File: config.mk
export PLATFORM = sky130hd
export DESIGN_NAME = seq_alu
export DESIGN_NICKNAME = d
export VERILOG_FILES = /design/src/rtl/seq_alu.sv
export SDC_FILE = /design/constraint.sdc
export NUM_CORES = 1
export LEC_CHECK = 0
export CAP_MARGIN = 20
export CELL_PAD_IN_SITES_DETAIL_PLACEMENT = 0
export CELL_PAD_IN_SITES_GLOBAL_PLACEMENT = 1
export CORE_MARGIN = 8
export CORE_UTILIZATION = 39
export CTS_BUF_LIST = sky130_fd_sc_hd__clkbuf_16
export CTS_CLUSTER_DIAMETER = 40
export CTS_CLUSTER_SIZE = 10
export DETAILED_ROUTE_END_ITERATION = 7
export HOLD_SLACK_MARGIN = 0.02
export PLACE_DENSITY_LB_ADDON = 0.1
export REMOVE_ABC_BUFFERS = 1
export SETUP_SLACK_MARGIN = 0.4
export SYNTH_ARGS = -nofsm -noshare
export SYNTH_HDL_FRONTEND = slang
export SYNTH_SLANG_ARGS = --single-unit
File: constraint.sdc
create_clock -name Clk -period 6.15 [get_ports Clk]
set_clock_uncertainty 0.15 [all_clocks]
set_input_delay 0.615 -clock Clk [delete_from_list [all_inputs] [get_ports Clk]]
set_output_delay 0.615 -clock Clk [all_outputs]
set_load 0.05 [all_outputs]
File: src/rtl/seq_alu.sv
// ----------------------------------------------------------------------------
// seq_alu
//
// Multi-cycle execute-stage ALU. Operands and control are registered on an
// accepted Start. The ALU keeps its own NZCV flag register and applies an
// ARM-style condition check before it executes. MUL is an iterative shift-add
// multiplier that handles one multiplier bit per cycle. Every other operation
// completes one cycle after it is accepted.
//
// Parameters
//   WIDTH     datapath width (>= 8, power of two)
//   FLAG_RST  reset value of the NZCV register, ordered {N,Z,C,V}
//
// Ports
//   Clk       clock, rising edge
//   Reset     synchronous, active-high reset
//   Start     issue request, accepted only while Busy=0
//   OpCode    operation select
//   Cond      condition code, checked against the flags when Start is accepted
//   S         1 = write flags (CMP always writes them)
//   Reg1      operand A
//   Reg2      operand B, also the shift source
//   IV        16-bit immediate; its low bits are the shift amount
//   Result    registered result
//   Flag      registered NZCV
//   Busy      high while a multiply is in progress
//   Done      one-cycle completion pulse
//   Executed  qualifies Done: 1 = condition passed and the op ran
// ----------------------------------------------------------------------------
module seq_alu #(
  parameter int unsigned WIDTH    = 32,
  parameter logic [3:0]  FLAG_RST = 4'b0000
) (
  input  logic             Clk,
  input  logic             Reset,
  input  logic             Start,
  input  logic [3:0]       OpCode,
  input  logic [3:0]       Cond,
  input  logic             S,
  input  logic [WIDTH-1:0] Reg1,
  input  logic [WIDTH-1:0] Reg2,
  input  logic [15:0]      IV,
  output logic [WIDTH-1:0] Result,
  output logic [3:0]       Flag,
  output logic             Busy,
  output logic             Done,
  output logic             Executed
);

  localparam int unsigned SHW = $clog2(WIDTH);
  localparam int unsigned MSB = WIDTH - 1;

  localparam logic [3:0] OP_ADD  = 4'h0;
  localparam logic [3:0] OP_SUB  = 4'h1;
  localparam logic [3:0] OP_MUL  = 4'h2;
  localparam logic [3:0] OP_ORR  = 4'h3;
  localparam logic [3:0] OP_AND  = 4'h4;
  localparam logic [3:0] OP_XOR  = 4'h5;
  localparam logic [3:0] OP_MOVI = 4'h6;
  localparam logic [3:0] OP_MOVB = 4'h7;
  localparam logic [3:0] OP_LSR  = 4'h8;
  localparam logic [3:0] OP_LSL  = 4'h9;
  localparam logic [3:0] OP_ROR  = 4'hA;
  localparam logic [3:0] OP_CMP  = 4'hB;

  typedef enum logic [1:0] {
    IDLE,
    EXEC,
    MUL
  } state_t;

  state_t state;

  // Captured request
  logic [3:0]       op_q;
  logic             s_q;
  logic             pass_q;
  logic [WIDTH-1:0] a_q;
  logic [WIDTH-1:0] b_q;
  logic [15:0]      iv_q;

  // Multiplier datapath
  logic [WIDTH-1:0] acc;
  logic [WIDTH-1:0] mcand;
  logic [WIDTH-1:0] mplier;
  logic [SHW-1:0]   step_cnt;
  logic [WIDTH-1:0] acc_next;
  logic [3:0]       mul_flag;

  // Single-cycle execute datapath
  logic [SHW-1:0]   sh;
  logic [SHW-1:0]   sh_m1;
  logic [SHW-1:0]   sh_neg;
  logic [WIDTH:0]   sum;
  logic [WIDTH:0]   diff;
  logic [WIDTH-1:0] calc;
  logic             wr_res;
  logic             wr_flag;
  logic             c_new;
  logic             v_new;
  logic [WIDTH-1:0] exec_res;
  logic [3:0]       exec_flag;

  // Issue control
  logic [3:0]       flag_fwd;
  logic             start_pass;
  logic             accept;

  // ARM condition table. Flags are ordered {N,Z,C,V}.
  function automatic logic cond_ok(input logic [3:0] cc, input logic [3:0] f);
    logic n, z, c, v;
    n = f[3];
    z = f[2];
    c = f[1];
    v = f[0];
    case (cc)
      4'h0:    cond_ok = z;
      4'h1:    cond_ok = !z;
      4'h2:    cond_ok = c;
      4'h3:    cond_ok = !c;
      4'h4:    cond_ok = n;
      4'h5:    cond_ok = !n;
      4'h6:    cond_ok = v;
      4'h7:    cond_ok = !v;
      4'h8:    cond_ok = c && !z;
      4'h9:    cond_ok = !c || z;
      4'hA:    cond_ok = (n == v);
      4'hB:    cond_ok = (n != v);
      4'hC:    cond_ok = !z && (n == v);
      4'hD:    cond_ok = z || (n != v);
      default: cond_ok = 1'b1;
    endcase
  endfunction

  // Single-cycle execute. This block computes the result and flags that the
  // captured op writes at the end of its EXEC cycle. A failed condition or a
  // reserved opcode leaves Result and Flag as they are.
  // sh_neg is (WIDTH - sh) modulo WIDTH. It is the bit index that an LSL
  // shifts out last, and it is the left-shift half of a rotate. When sh = 0
  // it is 0, so the rotate collapses to the source value.
  always_comb begin
    sh      = iv_q[SHW-1:0];
    sh_m1   = sh - SHW'(1);
    sh_neg  = '0 - sh;
    sum     = {1'b0, a_q} + {1'b0, b_q};
    diff    = {1'b0, a_q} - {1'b0, b_q};
    calc    = Result;
    wr_res  = 1'b0;
    wr_flag = s_q;
    c_new   = Flag[1];
    v_new   = Flag[0];
    case (op_q)
      OP_ADD: begin
        calc   = sum[WIDTH-1:0];
        wr_res = 1'b1;
        c_new  = sum[WIDTH];
        v_new  = (a_q[MSB] == b_q[MSB]) && (sum[MSB] != a_q[MSB]);
      end
      OP_SUB, OP_CMP: begin
        calc    = diff[WIDTH-1:0];
        wr_res  = (op_q == OP_SUB);
        wr_flag = s_q || (op_q == OP_CMP);
        c_new   = !diff[WIDTH];
        v_new   = (a_q[MSB] != b_q[MSB]) && (diff[MSB] != a_q[MSB]);
      end
      OP_ORR: begin
        calc   = a_q | b_q;
        wr_res = 1'b1;
      end
      OP_AND: begin
        calc   = a_q & b_q;
        wr_res = 1'b1;
      end
      OP_XOR: begin
        calc   = a_q ^ b_q;
        wr_res = 1'b1;
      end
      OP_MOVI: begin
        calc   = WIDTH'(iv_q);
        wr_res = 1'b1;
      end
      OP_MOVB: begin
        calc   = b_q;
        wr_res = 1'b1;
      end
      OP_LSR: begin
        calc   = b_q >> sh;
        wr_res = 1'b1;
        if (sh != '0) begin
          c_new = b_q[sh_m1];
        end
      end
      OP_LSL: begin
        calc   = b_q << sh;
        wr_res = 1'b1;
        if (sh != '0) begin
          c_new = b_q[sh_neg];
        end
      end
      OP_ROR: begin
        calc   = (b_q >> sh) | (b_q << sh_neg);
        wr_res = 1'b1;
        if (sh != '0) begin
          c_new = b_q[sh_m1];
        end
      end
      default: begin
        wr_flag = 1'b0;
      end
    endcase
    exec_res  = (wr_res && pass_q) ? calc : Result;
    exec_flag = (wr_flag && pass_q) ? {calc[MSB], (calc == '0), c_new, v_new} : Flag;
  end

  // One shift-add step. The accumulator is WIDTH bits wide, so the final
  // value is the product modulo 2^WIDTH. MUL writes only N and Z.
  always_comb begin
    acc_next = mplier[0] ? (acc + mcand) : acc;
    mul_flag = s_q ? {acc_next[MSB], (acc_next == '0), Flag[1:0]} : Flag;
  end

  // A request can be accepted during the EXEC cycle of the previous op. Its
  // condition is therefore judged against the flags that the previous op is
  // about to write, which keeps back-to-back ops in program order.
  always_comb begin
    flag_fwd   = (state == EXEC) ? exec_flag : Flag;
    start_pass = cond_ok(Cond, flag_fwd);
    accept     = Start && !Busy;
  end

  // Control FSM and all architectural registers. An accepted Start in the
  // same cycle as an EXEC completion overrides the return to IDLE, so
  // single-cycle ops can issue every cycle.
  always_ff @(posedge Clk) begin
    if (Reset) begin
      state    <= IDLE;
      Result   <= '0;
      Flag     <= FLAG_RST;
      Busy     <= 1'b0;
      Done     <= 1'b0;
      Executed <= 1'b0;
      step_cnt <= '0;
      op_q     <= '0;
      s_q      <= 1'b0;
      pass_q   <= 1'b0;
      a_q      <= '0;
      b_q      <= '0;
      iv_q     <= '0;
      acc      <= '0;
      mcand    <= '0;
      mplier   <= '0;
    end else begin
      Done     <= 1'b0;
      Executed <= 1'b0;
      case (state)
        EXEC: begin
          Result   <= exec_res;
          Flag     <= exec_flag;
          Done     <= 1'b1;
          Executed <= pass_q;
          state    <= IDLE;
        end
        MUL: begin
          acc      <= acc_next;
          mcand    <= mcand << 1;
          mplier   <= mplier >> 1;
          step_cnt <= step_cnt + SHW'(1);
          if (step_cnt == SHW'(WIDTH - 1)) begin
            Result   <= acc_next;
            Flag     <= mul_flag;
            Done     <= 1'b1;
            Executed <= 1'b1;
            Busy     <= 1'b0;
            step_cnt <= '0;
            state    <= IDLE;
          end
        end
        default: begin
        end
      endcase

      if (accept) begin
        op_q   <= OpCode;
        s_q    <= S;
        pass_q <= start_pass;
        a_q    <= Reg1;
        b_q    <= Reg2;
        iv_q   <= IV;
        // A multiply whose condition fails takes the single-cycle path and
        // only reports Executed=0.
        if ((OpCode == OP_MUL) && start_pass) begin
          state    <= MUL;
          Busy     <= 1'b1;
          acc      <= '0;
          mcand    <= Reg1;
          mplier   <= Reg2;
          step_cnt <= '0;
        end else begin
          state <= EXEC;
        end
      end
    end
  end

endmodule

# Yosys cells after proc, flatten, opt, wreduce, memory -nomap -nowiden
# Cells that the tools add are included.
# op_classes
add_sub_neg	6
n_lt_le_gt_ge	2
eq_ne	37
shifts	3
n_mux	45
bitwise_logic	5
reduce_logical	31
# ops
op	count
two-way mux 32 bit	12
case mux 32 bit (10 select lines)	1
logical NOT 32 bit	2
bitwise OR 32 bit	2
case mux 32 bit (2 select lines)	1
<< shifter 32 x 5 -> 32 bit	2
equality test 4 bit (second input constant)	10
adder 32 x 32 -> 33 bit	1
subtractor 32 x 32 -> 33 bit	1
adder 32 bit	1
bitwise AND 32 bit	1
equality test 4 x 3 -> 1 bit (second input constant)	8
right shift 32 x 5 -> 32 bit	1
XOR 32 bit	1
two-way mux 5 bit	4
equality test 4 x 2 -> 1 bit (second input constant)	4
two-way mux 4 bit	4
case mux 1 bit (14 select lines)	1
< comparator 5 x 6 -> 1 bit (second input constant)	2
binary-select mux 1 bit (select 5 bit)	2
case mux 1 bit (2 select lines)	5
two-way mux 1 bit	9
OR reduction 9 bit	1
equality test 4 x 1 -> 1 bit (second input constant)	2
other kinds (25)	51
# totals
ff_bits	228
wordCells	146

# Longest topological paths before layout
# logic_depth
ltp_word	13
depth_mapped	27
mapped_depth_nobuf	20

# Worst setup path after synthesis
# No wires, ideal clock.
# synth_timing
kind	flip-flop to flip-flop
from	register iv_q[0]
to	register mplier[12]
arrival_ns	5.154
t_required_ns	5.884
slack_ns	0.730
stages_incl_launch_ff	26
n_path_buf	9
period_less_slack_ns	5.420
cell_sequence	dfxtp_1 buf_4 inv_1 buf_4 buf_2 buf_2 ha_1 buf_4 buf_4 buf_2 mux4_2 mux4_2 nand2_1 nand4_1 o32ai_1 nand2_1 nor4_2 nand3_1 and4b_1 nand4_1 mux2_2 o311ai_2 buf_2 buf_4 nand3_1 o211a_1
# synth_between
elab_chain_cells	13
# synth_lines
item	line	text
start: declaration	80	logic [15:0] iv_q;
start signal: assignment	248	iv_q <= '0;
start signal: assignment	288	iv_q <= IV;
subtractor 1 x 5 -> 5 bit / subtractor 5 x 1 -> 5 bit (equally long branches)	144, 143	
<< shifter 32 x 5 -> 32 bit (tied with other cells)	201	calc = (b_q >> sh) | (b_q << sh_neg);
bitwise OR 32 bit (tied with other cells)	201	
case mux 32 bit (10 select lines) (tied with other cells)	152	case (op_q)
logical NOT 32 bit / case mux 1 bit (4 select lines) (equally long branches)	212, 152	
two-way mux 4 bit *	212	exec_flag = (wr_flag && pass_q) ? {calc[MSB], (calc == '0), c_new, v_new} : Flag;
two-way mux 4 bit *	226	flag_fwd = (state == EXEC) ? exec_flag : Flag;
logical NOT 1 bit, on equally long branches	-	
logical AND 1 bit (tied with other cells)	129	4'hC: cond_ok = !z && (n == v);
case mux 1 bit (14 select lines) *	116	case (cc)
logical AND 1 bit *	291	if ((OpCode == OP_MUL) && start_pass) begin
two-way mux 32 bit *	291	
two-way mux 32 bit *	282	if (accept) begin
end signal: assignment	266	mplier <= mplier >> 1;
end signal: assignment	296	mplier <= Reg2;
end: declaration	85	logic [WIDTH-1:0] mplier;
# Every way passes the cells marked *; elsewhere a longest branch is shown, timed or not. The select of a mux whose other input is x is not followed.
# A chain may end at the register's enable or synchronous reset.

# Worst setup path after layout
# layout_timing
from	register op_q[3]
to	register state[1]
# layout_between
elab_chain_cells	12
# layout_lines
item	line	text
start: declaration	75	logic [3:0] op_q;
start signal: assignment	283	op_q <= OpCode;
equality test 4 x 1 -> 1 bit (tied with other cells)	152	
OR reduction 2 bit (tied with other cells)	152	
case mux 32 bit (10 select lines) / case mux 1 bit (2 select lines) (equally long branches)	152	
logical NOT 32 bit / logical AND 1 bit (equally long branches)	212	
two-way mux 4 bit *	212	
two-way mux 4 bit *	226	
logical NOT 1 bit (tied with other cells)	118, 125, 129	
logical AND 1 bit (tied with other cells)	129	
case mux 1 bit (14 select lines) *	116	
logical AND 1 bit *	291	
two-way mux 2 bit *	291	
two-way mux 2 bit *	282	
end signal: assignment	275	state <= IDLE;
end signal: assignment	292	state <= MUL;
end signal: assignment	299	state <= EXEC;
end: declaration	72	state_t state;
# Every way passes the cells marked *; elsewhere a longest branch is shown, timed or not.

==> results.sh <==
export IMPL_ys_flop_type="dfxtp_1"
export IMPL_vias=29656
export IMPL_grt_pass1_wl_um=198000
export IMPL_synth_top_area_share_pct=18.8
export IMPL_fill_cells=6013
export IMPL_setup_tns_ns=0
export IMPL_ir_drop_mv=0.209
export IMPL_clk_path_buf_depth=3
export IMPL_maxCapViolCount=0
export IMPL_avgSynthCellArea_um2=7.41
export IMPL_yosysTopAreaCell="dfxtp_1"
export IMPL_hold_violations=0
export IMPL_drc=0
export IMPL_required_ns=6.44
export IMPL_synth_distinct_cells=93
export IMPL_row_count=91
export IMPL_synthTopCellsByArea="dfxtp_1, mux2i_1, ha_1, nand2_1, a21oi_1"
export IMPL_ys_warn_count=0
export IMPL_synthesis_area_um2=24300
export IMPL_grt_pass1_vias=27649
export IMPL_dp_hpwl_um=110000
export IMPL_startpoint_type="flop"
export IMPL_period_share_pct=96.4
export IMPL_syn_to_final_growth_pct=29.4
export IMPL_syn_instance_count=3280
export IMPL_antenna_found_initial=8
export IMPL_cp_end_kind="flop"
export IMPL_portBuffers=130
export IMPL_die_h_um=266
export IMPL_htree_num_levels=2
export IMPL_cp_max_fo=18
export IMPL_cts_tree="built"
export IMPL_outcome="finished clean"
export IMPL_hold_slack_ns=0.181
export IMPL_wl_per_cell_um=32.5
export IMPL_wirelength_um=144000
export IMPL_hp_class="in -> reg"
export IMPL_ys_ff_latch=228
export IMPL_ant_nets=0
export IMPL_power_density_nw_per_um2=219
export IMPL_gr_total_overflow=0
export IMPL_async_flop_share_pct=0
export IMPL_regArea_um2=4600
export IMPL_clk_latency_ns=0.62
export IMPL_io_pins=131
export IMPL_crit_type="reg -> reg"
export IMPL_setup_viol=0
export IMPL_cp_arrival_ns=6.22
export IMPL_slew_headroom_pct=24.8
export IMPL_initial_core_util_pct=39.4
export IMPL_gp_congestion=1.11
export IMPL_max_freq_mhz=169
export IMPL_clk_pin_slew_ns=0.05
export IMPL_synth_common_cells="nand2_1, a21oi_1, nor2_1"
export IMPL_coreArea_um2=61700
export IMPL_die_width_um=266
export IMPL_drt_iter0_drc=4116
export IMPL_cts_num_sinks=228
export IMPL_yosysSeqAreaShare_pct=18.8
export IMPL_grt_max_degree=88
export IMPL_worst_pin_slew_ns=1.12
export IMPL_min_period_ns=5.93
export IMPL_via_per_inst=6.69
export IMPL_drive_gt1_share_pct=20.1
export IMPL_power_leakage_nw=12.6
export IMPL_final_nets=3790
export IMPL_rsz0062_at_grt="yes"
export IMPL_dieArea_um2=70600
export IMPL_synth_edf_count=0
export IMPL_synthMostInstantiatedCell="nand2_1"
export IMPL_first_pass_iters=6
export IMPL_maxSlewViolCount=0
export IMPL_multi_input_area_um2=18700
export IMPL_root_buffer="clkbuf_16"
export IMPL_grt_util_all_layers_pct=37.8
export IMPL_cts_made_buffers=50
==> power breakdown <==
part | switching (mW) | total (mW) | internal (mW) | leakage [nW]
combinational | 1.53 | 2.45 | 0.921 | 9.93
sequential | 0.0904 | 1.63 | 1.54 | 1.86
clock | 1.01 | 2.79 | 1.78 | 0.836
total | 2.63 | 6.87 | 4.24 | 12.6
==> final timing paths <==
path | start | end | slack, ns | cells after the start
worst max-delay path | op_q[3] | state[1] | 0.22 | 20
worst min-delay path | Reset | iv_q[2] | 0.18 | 2
worst max register to register | op_q[3] | state[1] | 0.22 | 20
worst min register to register | iv_q[5] | iv_q[5] | 0.31 | 2
==> stage by stage <==
stage | power [mW] | instances | setup slack (ns) | area (µm²) | util [%]
global route | 7.05 | 4429 | 0.240 | 31400 | 50.9
finish | 6.87 | 4432 | 0.222 | 31400 | 51.0
detailed placement | 3.86 | 4291 | -0.131 | 28100 | 45.6
floorplan | 2.79 | 2990 | -7.08 | 23000 | -
CTS | 6.72 | 4405 | 0.446 | 30500 | 49.5
global placement | 3.86 | 4290 | -0.222 | 28100 | 45.6
==> cell usage in the layout (no fill, tap or decap), drive strengths merged, types with 13 or more instances in the layout <==
cell type and instances:
nand2 439, buf 367, a21oi 306, nor2 283, dfxtp 228, mux2i 202
o21ai 152, ha 142, inv 135, nand3 131, clkdlybuf4s50 129, o211a 68
clkbuf 63, nor3 59, o211ai 56, mux4 55, a211oi 48, o22ai 47
xnor2 46, nor2b 39, nor4 37, mux2 35, a22oi 33, nand2b 33
nand4 31, a31oi 31, o31ai 29, a221oi 26, a21o 21, xor2 19
clkinv 17, o21a 16, or2 14, o32ai 14, and2 14, o221ai 13
==> metal layers <==
layer / track usage, % / wire length (µm)
met5: 0 / 27
met4: 19.0 / 8720
met3: 8.50 / 16000
met2: 57.6 / 61400
met1: 50.0 / 58000
==> cell type report <==
| cell class | count | share of cell area, % |
|---|---|---|
| well taps | 837 | 3.33 |
| multi-input cells | 2636 | 59.4 |
| inverters | 126 | 1.50 |
| flip-flops and latches | 228 | 14.6 |
| clock inverters | 40 | 1.42 |
| repair buffers | 511 | 15.6 |
| clock buffers | 51 | 4.06 |
| diodes | 3 | 0.0239 |
==> cell families after synthesis <==
logic type      share of synthesized area [%]
simple gates                             21.3
compound gates                           27.6
buf+inv                                  7.42
mux                                      15.0
flops                                    18.8
fa+ha+maj                                7.56
xor+xnor                                 2.34
==> flip-flops by register name, indices dropped and copies added (netlist names), 2 cells and up <==
| name | count |
|---|---|
| mcand | 32 |
| step_cnt | 5 |
| state | 2 |
| Result | 32 |
| b_q | 32 |
| mplier | 32 |
| iv_q | 16 |
| a_q | 32 |
| Flag | 4 |
| acc | 32 |
| op_q | 4 |
==> repair_timing <==
item	4_1_cts	5_1_grt
gates cloned	5	15
pin swaps	22	37
resized for setup	79	115
setup buffers	18	8
endpoints found under the setup margin	105	104
hold buffers	0	0
==> critical path, stage by stage (launching register included) <==
cell	delay, ns
dfxtp_2	0.57
buf_4	0.25
nor4bb_4	0.82
nand2_1	0.41
o32ai_1	0.61
nand2_1	0.10
o21ai_0	0.17
nor3_1	0.10
a41oi_1	0.31
buf_4	0.23
nor4_2	0.06
nand3_1	0.16
and4b_2	0.28
nand4_1	0.12
mux2_4	0.33
o311ai_4	0.26
buf_12	0.17
and2_4	0.17
buf_12	0.17
buf_16	0.18
a21oi_1	0.11
Power figures use the tool's default switching activity.
